$ cat config.mk
export PLATFORM = sky130hd
export DESIGN_NAME = instr_fetch_unit
export DESIGN_NICKNAME = d
export VERILOG_FILES = /design/src/rtl/instr_fetch_unit.sv
export SDC_FILE = /design/constraint.sdc
export NUM_CORES = 1
export LEC_CHECK = 0
export BUFFER_PORTS_ARGS = -buffer_cell sky130_fd_sc_hd__buf_2
export CORE_UTILIZATION = 41
export CTS_CLUSTER_DIAMETER = 120
export DETAILED_ROUTE_END_ITERATION = 12
export PLACE_DENSITY = 0.59
export SLEW_MARGIN = 5
export SYNTH_ARGS = -nofsm -noshare
export SYNTH_HDL_FRONTEND = slang
export SYNTH_SLANG_ARGS = --single-unit
export TNS_END_PERCENT = 10
$ cat constraint.sdc
create_clock -name clk -period 6.9 [get_ports clk]
set_clock_uncertainty 0.05 [all_clocks]
set_input_delay 1.38 -clock clk [delete_from_list [all_inputs] [get_ports clk]]
set_output_delay 1.38 -clock clk [all_outputs]
set_load 0.01 [all_outputs]
$ cat src/rtl/instr_fetch_unit.sv
// ---------------------------------------------------------------------------
// instr_fetch_unit
//
// Upstream feeder of the instruction decoder. Walks a program counter
// through program memory, hides the one-cycle memory read latency behind a
// small first-word-fall-through prefetch FIFO, honours consumer
// back-pressure, and accepts PC redirects from the loop-control logic.
// A redirect flushes every prefetched word. A one-bit epoch tags each
// outstanding read so that a response issued before a redirect is never
// pushed after it.
//
// Ports:
//   clk             clock
//   reset           synchronous, active-high reset
//   start           pulse: begin fetching at PC 0 (accepted in IDLE/DONE)
//   prog_len        number of instructions, sampled on accepted start
//   imem_en         program-memory read enable
//   imem_addr       program-memory read address
//   imem_rdata      read data, valid one cycle after imem_en
//   redirect_valid  pulse: resume fetching at redirect_pc
//   redirect_pc     redirect target
//   instr_out       instruction to decoder, bit 0 = opcode MSB
//   instr_pc        address of instr_out
//   instr_valid     instr_out valid
//   instr_ready     consumer accepts; transfer on valid && ready
//   busy            state is FETCH or DRAIN
//   done            high in DONE until next accepted start or reset
// ---------------------------------------------------------------------------
module instr_fetch_unit #(
    parameter int PC_WIDTH    = 10,
    parameter int FIFO_DEPTH  = 4,
    parameter int INSTR_WIDTH = 18
) (
    input  logic                   clk,
    input  logic                   reset,
    input  logic                   start,
    input  logic [PC_WIDTH-1:0]    prog_len,
    output logic                   imem_en,
    output logic [PC_WIDTH-1:0]    imem_addr,
    input  logic [INSTR_WIDTH-1:0] imem_rdata,
    input  logic                   redirect_valid,
    input  logic [PC_WIDTH-1:0]    redirect_pc,
    output logic [0:INSTR_WIDTH-1] instr_out,
    output logic [PC_WIDTH-1:0]    instr_pc,
    output logic                   instr_valid,
    input  logic                   instr_ready,
    output logic                   busy,
    output logic                   done
);

    localparam int PTR_W = (FIFO_DEPTH > 1) ? $clog2(FIFO_DEPTH) : 1;
    localparam int CNT_W = PTR_W + 1;

    typedef enum logic [1:0] {
        S_IDLE  = 2'd0,
        S_FETCH = 2'd1,
        S_DRAIN = 2'd2,
        S_DONE  = 2'd3
    } state_t;

    // Control state
    state_t              state;
    logic [PC_WIDTH-1:0] fetch_pc;
    logic [PC_WIDTH-1:0] prog_len_q;
    logic [PTR_W-1:0]    wr_ptr;
    logic [PTR_W-1:0]    rd_ptr;
    logic [CNT_W-1:0]    count;
    logic                epoch;

    // Outstanding read (response stage)
    logic                vld_p1;
    logic                epoch_p1;
    logic [PC_WIDTH-1:0] pc_p1;

    // Prefetch storage (data only, not reset)
    logic [INSTR_WIDTH-1:0] data_mem [FIFO_DEPTH];
    logic [PC_WIDTH-1:0]    pc_mem   [FIFO_DEPTH];

    // Decoded control
    logic               start_acc;
    logic               redir;
    logic               fifo_empty;
    logic [CNT_W:0]     occupancy;
    logic               issue;
    logic               push;
    logic               pop;

    // -----------------------------------------------------------------------
    // Issue / push / pop decisions
    // -----------------------------------------------------------------------
    always_comb begin
        start_acc  = start && ((state == S_IDLE) || (state == S_DONE));
        // start takes precedence; redirect has no meaning before the first start
        redir      = redirect_valid && (state != S_IDLE) && !start_acc;
        fifo_empty = (count == '0);

        // Reserve a slot for the read already in flight so a response
        // always finds room in the FIFO.
        occupancy  = {1'b0, count} + {{CNT_W{1'b0}}, vld_p1};
        issue      = (state == S_FETCH)
                     && (fetch_pc < prog_len_q)
                     && (occupancy < (CNT_W+1)'(FIFO_DEPTH))
                     && !redirect_valid;

        // A response belongs to the current stream only if its epoch still
        // matches and no redirect is flushing the FIFO at this edge.
        push       = vld_p1 && (epoch_p1 == epoch) && !redir;
        pop        = !fifo_empty && instr_ready;
    end

    assign imem_en   = issue;
    assign imem_addr = fetch_pc;

    // -----------------------------------------------------------------------
    // Output stage: head of FIFO, forced to zero when empty
    // -----------------------------------------------------------------------
    assign instr_valid = !fifo_empty;
    assign instr_out   = fifo_empty ? '0 : data_mem[rd_ptr];
    assign instr_pc    = fifo_empty ? '0 : pc_mem[rd_ptr];
    assign busy        = (state == S_FETCH) || (state == S_DRAIN);
    assign done        = (state == S_DONE);

    // -----------------------------------------------------------------------
    // p0 -> p1: capture the PC of the issued read
    // -----------------------------------------------------------------------
    always_ff @(posedge clk) begin
        if (issue) begin
            pc_p1 <= fetch_pc;
        end
    end

    // -----------------------------------------------------------------------
    // p1 -> FIFO: write the returning word with its PC
    // -----------------------------------------------------------------------
    always_ff @(posedge clk) begin
        if (push) begin
            data_mem[wr_ptr] <= imem_rdata;
            pc_mem[wr_ptr]   <= pc_p1;
        end
    end

    // -----------------------------------------------------------------------
    // Control: FSM, fetch PC, FIFO pointers, in-flight tracking
    // -----------------------------------------------------------------------
    always_ff @(posedge clk) begin
        if (reset) begin
            state      <= S_IDLE;
            fetch_pc   <= '0;
            prog_len_q <= '0;
            wr_ptr     <= '0;
            rd_ptr     <= '0;
            count      <= '0;
            epoch      <= 1'b0;
            vld_p1     <= 1'b0;
            epoch_p1   <= 1'b0;
        end else begin
            vld_p1 <= issue;
            if (issue) begin
                epoch_p1 <= epoch;
            end

            if (start_acc) begin
                state      <= S_FETCH;
                fetch_pc   <= '0;
                prog_len_q <= prog_len;
                wr_ptr     <= '0;
                rd_ptr     <= '0;
                count      <= '0;
            end else if (redir) begin
                // Flush; a pop in this cycle has already been handed to the
                // consumer, so discarding the pointers loses nothing owed.
                epoch    <= ~epoch;
                fetch_pc <= redirect_pc;
                wr_ptr   <= '0;
                rd_ptr   <= '0;
                count    <= '0;
                // A target at or beyond the end is treated as end of program.
                state    <= (redirect_pc < prog_len_q) ? S_FETCH : S_DRAIN;
            end else begin
                if (issue) begin
                    fetch_pc <= fetch_pc + PC_WIDTH'(1);
                end
                if (push) begin
                    wr_ptr <= wr_ptr + PTR_W'(1);
                end
                if (pop) begin
                    rd_ptr <= rd_ptr + PTR_W'(1);
                end
                case ({push, pop})
                    2'b10:   count <= count + CNT_W'(1);
                    2'b01:   count <= count - CNT_W'(1);
                    default: count <= count;
                endcase

                case (state)
                    S_FETCH: begin
                        if (fetch_pc == prog_len_q) begin
                            state <= S_DRAIN;
                        end
                    end
                    S_DRAIN: begin
                        if (fifo_empty && !vld_p1) begin
                            state <= S_DONE;
                        end
                    end
                    default: state <= state;
                endcase
            end
        end
    end

endmodule
==> results of run 1 <==
where the power goes:
group	total, mW	switching, mW	leakage (nW)	internal, mW
Combinational	0.388	0.234	1.17	0.153
Clock	0.840	0.350	0.256	0.490
Sequential	1.14	0.0495	1.37	1.09
registers in the layout, indices dropped and copies added (netlist names), named ones only:
signal      cells
epoch           1
wr_ptr          2
epoch_p1        1
pc_mem         40
pc_p1          10
imem_addr      10
rd_ptr          2
prog_len_q     10
vld_p1          1
count           3
state           2
data_mem       72
metrics by stage:
stage	power [mW]	utilization, %	area, um2	hold WS [ns]
after floorplan	1.42	-	6590	0.380
after global placement	1.54	47.0	7260	0.395
after detailed placement	1.55	47.0	7260	0.398
after CTS	2.39	50.5	7790	0.406
after global routing	2.48	50.5	7790	0.429
final	2.37	50.5	7790	0.404
synth_stat cells, types with 2 or more instances:
cell / instances
sky130_fd_sc_hd__xor2_1: 3
sky130_fd_sc_hd__nor4_1: 3
sky130_fd_sc_hd__nand3_1: 2
sky130_fd_sc_hd__xnor2_1: 14
sky130_fd_sc_hd__nand2_1: 31
sky130_fd_sc_hd__a21oi_1: 28
sky130_fd_sc_hd__o211ai_1: 2
sky130_fd_sc_hd__nor2b_1: 3
sky130_fd_sc_hd__clkbuf_1: 14
sky130_fd_sc_hd__a2111oi_0: 2
sky130_fd_sc_hd__nand2b_1: 3
sky130_fd_sc_hd__mux4_2: 28
sky130_fd_sc_hd__nor3_1: 3
sky130_fd_sc_hd__o21ai_0: 13
sky130_fd_sc_hd__mux2i_1: 3
sky130_fd_sc_hd__inv_1: 22
sky130_fd_sc_hd__ha_1: 29
sky130_fd_sc_hd__and3_1: 2
sky130_fd_sc_hd__buf_2: 3
sky130_fd_sc_hd__and2_1: 34
sky130_fd_sc_hd__edfxtp_1: 122
sky130_fd_sc_hd__dfxtp_1: 34
sky130_fd_sc_hd__a211oi_1: 2
sky130_fd_sc_hd__nor2_1: 16
sky130_fd_sc_hd__nand4_1: 4
how the worst min path moves through the flow:
| stage | from | endpoint | slack, ns | cells past startpoint |
|---|---|---|---|---|
| final | prog_len_q[6] | prog_len_q[6] | 0.40 | 2 |
| after global routing | prog_len_q[7] | prog_len_q[7] | 0.43 | 2 |
| after CTS | prog_len_q[7] | prog_len_q[7] | 0.41 | 2 |
| after global placement | prog_len_q[1] | prog_len_q[1] | 0.39 | 2 |
| after detailed placement | prog_len_q[7] | prog_len_q[7] | 0.40 | 2 |
| after floorplan | prog_len_q[1] | prog_len_q[1] | 0.38 | 2 |
critical path: stages:
cell,delay [ns]
sky130_fd_sc_hd__buf_2,0.11
sky130_fd_sc_hd__or4b_1,0.51
sky130_fd_sc_hd__a31oi_2,0.21
sky130_fd_sc_hd__o311ai_4,0.20
sky130_fd_sc_hd__or2_0,0.37
sky130_fd_sc_hd__inv_1,0.35
sky130_fd_sc_hd__buf_2,0.21
area by class of cell:
| cell class | count | area share, % |
|---|---|---|
| clock buffers | 19 | 5.55 |
| flip-flops and latches | 156 | 55.8 |
| repair buffers | 91 | 6.07 |
| well taps | 211 | 3.39 |
| multi-input cells | 240 | 26.9 |
| inverters | 22 | 1.06 |
| clock inverters | 13 | 1.32 |
layer usage:
metal	routed length, um	part of all wire (%)	vias up
li1	-	-	1807
met1	5460	46	1778
met2	5760	48	91
met3	545	4.6	16
met4	201	1.7	0
met5	0	0	-
cells by family (layout without fill, tap and decap cells):
| logic type | after synthesis | after routing | synth area share [%] |
|---|---|---|---|
| flops | 156 | 156 | 65.9 |
| simple gates | 108 | 108 | 8.64 |
| compound gates | 54 | 54 | 5.03 |
| buf+inv | 39 | 145 | 2.28 |
| mux | 31 | 31 | 10.0 |
| fa+ha+maj | 30 | 30 | 5.81 |
| xor+xnor | 17 | 17 | 2.26 |
==> run summary, run 1 <==
Core Region: 0.0154 mm2
data required time at the worst endpoint: 5.47 ns
Post-Layout Cell Count: 752
fraction of post-synthesis cell area in the top cell type by area: 55.6%
largest net degree at the start of global routing: 32
DRC violations left: 0
Worst Path Class, Setup: primary input to output pin
drt first pass iters: 4
antenna violations before repair: 0
Critical Path End: imem_en
Final Worst Setup Slack: 2.12 ns
synthesized instance count: 435
Syn Area/Cell: 15.1 um2
overall fraction of global-route tracks in use: 15.5%
wire length per cell: 15.9 um
area taken by multi-input logic gates: 0.00209 mm2
status: finished clean
nets@finish: 601
vertical die dimension: 129 um
area of all sequential standard cells: 0.00435 mm2
Worst Setup End Kind: output pin
final-report setup violation count: 0
transition time at the pin with the least slew margin: 0.651 ns
layout cells sized above 1: 28.5%
Worst R2R Path Depth: 13
Slew HR: 56.5%
met2 track utilization from global routing: 25.9%
routing layer with the top usage in global route: met2
aggregate negative setup slack: 0 ns
Die ar.: 0.0166 mm2
TritonCTS clock tree: built
number of fill cells: 1,364
Row Count: 45
number of pins with negative max-slew slack in the final report: 0
top achievable clock speed: 209 MHz
top library cells by usage in the layout, fill and taps aside: sky130_fd_sc_hd__edfxtp_1, sky130_fd_sc_hd__buf_2, sky130_fd_sc_hd__and2_1, sky130_fd_sc_hd__dfxtp_1, sky130_fd_sc_hd__nand2_1
number of antenna-violating nets in the routed design: 0
horizontal extent of the die: 129 um
netlist area before placement: 0.00659 mm2
cell type contributing the most total cell area after synthesis: sky130_fd_sc_hd__edfxtp_1
buffers added on ports: 84
Crit. Startpoint: redirect_valid
pwr dens: 304 mW/mm2
Skew-Pair Late Insertion Delay: 0.42 ns
maximum fanout count along the critical path: 11
number of clock sinks: 156
share of the clock period used by the worst path: 69.3%
largest vdd supply drop: 0.165 mV
Leak Pwr: 2.80 nW
endpoint of the worst-slack reg-to-reg timing path: count[2]
placer's final routability congestion estimate: 0.815
met1 GRT Util: 19.4%
wire length of the first global-routing pass: 19,100 um
flop2flop setup slack: 3.42 ns
count of flip-flops with a built-in enable after synthesis: 122
Reg clk slew, reported paths: 0.06 ns
final routed wirelength across all metal layers: 12,000 um
total congestion overflow: 0
DP HPWL: 8050 um
count of unique library cells instantiated by Yosys: 40
cell total after placement: 720
sequential cell area fraction in the yosys report: 65.9%
CTS Hold Bufs: 0
met3 capacity usage during global routing: 3.87%
detail-routed via count per cell: 4.91
number of endpoints with negative hold slack in the final report: 0
initial DRC count: 234
antenna cells: 0
# H-tree levels: 4
initial core utilization: 42.7%
startpoint kind of the worst setup timing path: primary input
class of the tightest hold or removal check: register to register
number of gates resized after cts: 0
clock tree root driver cell: sky130_fd_sc_hd__clkbuf_16
# Post-CTS Setup Buffers: 0
Crit path arrival time: 3.35 ns
synthesis-stage register bit count: 156
top flip-flop cell by instance count after synthesis: sky130_fd_sc_hd__edfxtp_1
Min Clock Period, post-route: 4.78 ns
TritonCTS Buffers: 17
number of nets produced by synthesis: 508
worst-case clock buffer depth: 2
Yosys warning total: 0
share of flip-flops with an asynchronous set or reset: 0%
Vias: 3,692
Max Cap Violations: 0
area delta synth->final: 18.3%
most common cell after layout, fill and taps aside: sky130_fd_sc_hd__edfxtp_1
reg2reg start: state[1]
Worst Setup Slack post-DPL: 2.08 ns
unrepaired setup endpoints after global routing: no
number of global-route vias before repair: 3,792
largest cells by area after synthesis: sky130_fd_sc_hd__edfxtp_1, sky130_fd_sc_hd__dfxtp_1, sky130_fd_sc_hd__mux4_2
ports placed on the boundary: 85
Power figures use the tool's default switching activity.
==> run 2, diff against run 1 <==
Clock period 6.9 ns to 4.4 ns, I/O delays scaled along.
==> run 2 against run 1 <==
Compared with the run above:
- register-to-register slack got worse by 2.1 ns
- wire length rose by 1.7%
- die area unchanged
- sequential cell count stayed put
- worst hold slack hardly changed
- cell count stayed put
- utilization rose by 0.45 points
- non-clock buffer count increased by 3
- via count increased by 1.9%
- combinational power increased by 60%
- critical endpoint unchanged
- largest cell class unchanged
==> run summary, run 2 (synthesis results as in run 1) <==
clock tree root driver cell: sky130_fd_sc_hd__clkbuf_16
initial core utilization: 42.7% (unchanged)
Final Worst Setup Slack: 0.805 ns (-1.31 ns)
DRC violations left: 0 (unchanged)
Max Cap Violations: 0 (unchanged)
buffers added on ports: 84 (unchanged)
number of endpoints with negative hold slack in the final report: 0 (unchanged)
clock power share: 36.6% (+1.1 points)
top library cells by usage in the layout, fill and taps aside: sky130_fd_sc_hd__edfxtp_1, sky130_fd_sc_hd__buf_2, sky130_fd_sc_hd__and2_1, sky130_fd_sc_hd__dfxtp_1, sky130_fd_sc_hd__nand2_1
sequential share of power: 47.1% (-1.0 points)
internal power: 2.83 mW (+63%)
critical path's largest stage delay: 0.52 ns (about the same)
drt first pass iters: 4 (unchanged)
top achievable clock speed: 278 MHz
# H-tree levels: 4 (unchanged)
cell class contributing the biggest share of worst-path delay: simple AND/OR/NAND/NOR gates
cell with the biggest individual delay on the critical path: sky130_fd_sc_hd__or4b_1
transition time at the pin with the least slew margin: 0.811 ns (+0.160 ns)
TritonCTS clock tree: built
Worst Setup Slack post-DPL: 0.785 ns (-1.30 ns)
Slew HR: 45.9% (-11 points)
maximum fanout count along the critical path: 9 (-2)
TritonCTS Buffers: 17 (unchanged)
number of buffers and inverters on the critical path: 3 (unchanged)
# Post-CTS Setup Buffers: 0 (unchanged)
Row Count: 45 (unchanged)
area taken by multi-input logic gates: 0.00209 mm2 (unchanged)
area delta synth->final: 19.4%
Skew-Pair Late Insertion Delay: 0.41 ns (about the same)
final-report setup violation count: 0 (unchanged)
wire length per cell: 16.2 um (+1.7%)
pwr dens: 483 mW/mm2 (+59%)
detail-routed via count per cell: 5.00 (+1.9%)
worst-case clock buffer depth: 2 (unchanged)
Min Clock Period, post-route: 3.60 ns
data required time at the worst endpoint: 3.47 ns (-2.00 ns)
Reg clk slew, reported paths: 0.06 ns (about the same)
combinational share of power: 16.3% (about the same)
cell type with the highest occurrence count on the critical path: sky130_fd_sc_hd__buf_2
Worst Setup End Kind: output pin
class of the tightest hold or removal check: register to register
Net Sw Frac: 25.5% (-1.2 points)
final core utilization: 51.0% (+0.45 points)
DP HPWL: 8140 um (+1.1%)
placer's final routability congestion estimate: 0.814 (-0.12%)
vertical die dimension: 129 um (unchanged)
largest register by flop count: data_mem
Die ar.: 0.0166 mm2 (unchanged)
largest vdd supply drop: 0.327 mV (+99%)
ports placed on the boundary: 85 (unchanged)
wire length of the first global-routing pass: 19,700 um (+3.2%)
Leak Pwr: 2.83 nW (+1.4%)
initial DRC count: 249 (+6.4%)
number of pins with negative max-slew slack in the final report: 0 (unchanged)
antenna cells: 0 (unchanged)
aggregate negative setup slack: 0 ns (unchanged)
number of global-route vias before repair: 3,802 (+0.26%)
most common cell after layout, fill and taps aside: sky130_fd_sc_hd__edfxtp_1
unrepaired setup endpoints after global routing: no
area of all sequential standard cells: 0.00435 mm2 (unchanged)
overall fraction of global-route tracks in use: 16.1% (+0.54 points)
total congestion overflow: 0 (unchanged)
Worst Path Class, Setup: primary input to output pin
share of the clock period used by the worst path: 81.7%
Vias: 3,761 (+1.9%)
nets@finish: 604 (+0.50%)
Crit path arrival time: 2.67 ns (-0.68 ns)
number of fill cells: 1,342 (-1.6%)
max FFs per register: 72 (unchanged)
number of gates resized after cts: 0 (unchanged)
antenna violations before repair: 0 (unchanged)
total power: 3.80 mW (+60%)
horizontal extent of the die: 129 um (unchanged)
status: finished clean
CTS Hold Bufs: 0 (unchanged)
final routed wirelength across all metal layers: 12,200 um (+1.7%)
Core Region: 0.0154 mm2 (unchanged)
startpoint kind of the worst setup timing path: primary input
largest net degree at the start of global routing: 32 (unchanged)
number of clock sinks: 156 (unchanged)
layout cells sized above 1: 28.3% (-0.18 points)
number of antenna-violating nets in the routed design: 0 (unchanged)
cell chain of the critical path: buf_2, or4b_1, a31oi_2, o311ai_4, or2_0, inv_1, buf_2
Regs by FF count: data_mem x72, pc_mem x40
Switching Power: 970 uW (+53%)
## run 2: cell count changes in the layout (fill, tap and decap cells not counted)
cell,previous run,this run
sky130_fd_sc_hd__clkinv_4,1,0
sky130_fd_sc_hd__clkinv_2,6,4
sky130_fd_sc_hd__clkbuf_1,2,1
sky130_fd_sc_hd__clkinvlp_4,4,1
sky130_fd_sc_hd__bufinv_16,1,3
sky130_fd_sc_hd__buf_4,7,8
sky130_fd_sc_hd__clkinv_1,1,3
sky130_fd_sc_hd__buf_12,0,2
## run 2: final timing paths
check / from / endpoint / slack [ns] / cells after the start
setup / recovery: redirect_valid / imem_en / 0.80 / 7
hold / removal: prog_len_q[9] / prog_len_q[9] / 0.40 / 2
setup reg to reg: state[1] / count[2] / 1.34 / 14
hold reg to reg: prog_len_q[9] / prog_len_q[9] / 0.40 / 2
## run 2: area by class of cell
class                   count  share of cell area, %
repair buffers             94                   6.62
clock buffers              18                   5.46
clock inverters            11                   1.64
multi-input cells         240                   26.6
well taps                 211                   3.36
flip-flops and latches    156                   55.3
inverters                  22                   1.05
## run 2: power by group through the flow
stage	logic [mW]	registers, mW	clock network [mW]
after floorplan	0.429	1.80	0
after global placement	0.606	1.81	0
after detailed placement	0.622	1.82	0
after CTS	0.627	1.79	1.43
after global routing	0.701	1.81	1.48
final	0.619	1.79	1.39
## run 2: metal layers
metal | vias up | track usage (%) | routed length (um)
met5 | - | 0 | 0
met4 | 0 | 7.06 | 189
met3 | 17 | 3.99 | 513
met2 | 94 | 26.3 | 6020
met1 | 1833 | 20.3 | 5450
li1 | 1817 | - | -
## run 2: worst min-delay path, delay by kind of cell (launching register included)
family | cells | cell delay (ns)
compound gates | 1 | 0.05
flops | 1 | 0.31
simple gates | 1 | 0.05
## run 2: stage by stage
step	cell area, um2	std cells	hold slack [ns]
after floorplan	6590	435	0.380
after global placement	7310	723	0.396
after detailed placement	7310	723	0.398
after CTS	7860	752	0.407
after global routing	7860	752	0.418
final	7860	752	0.404
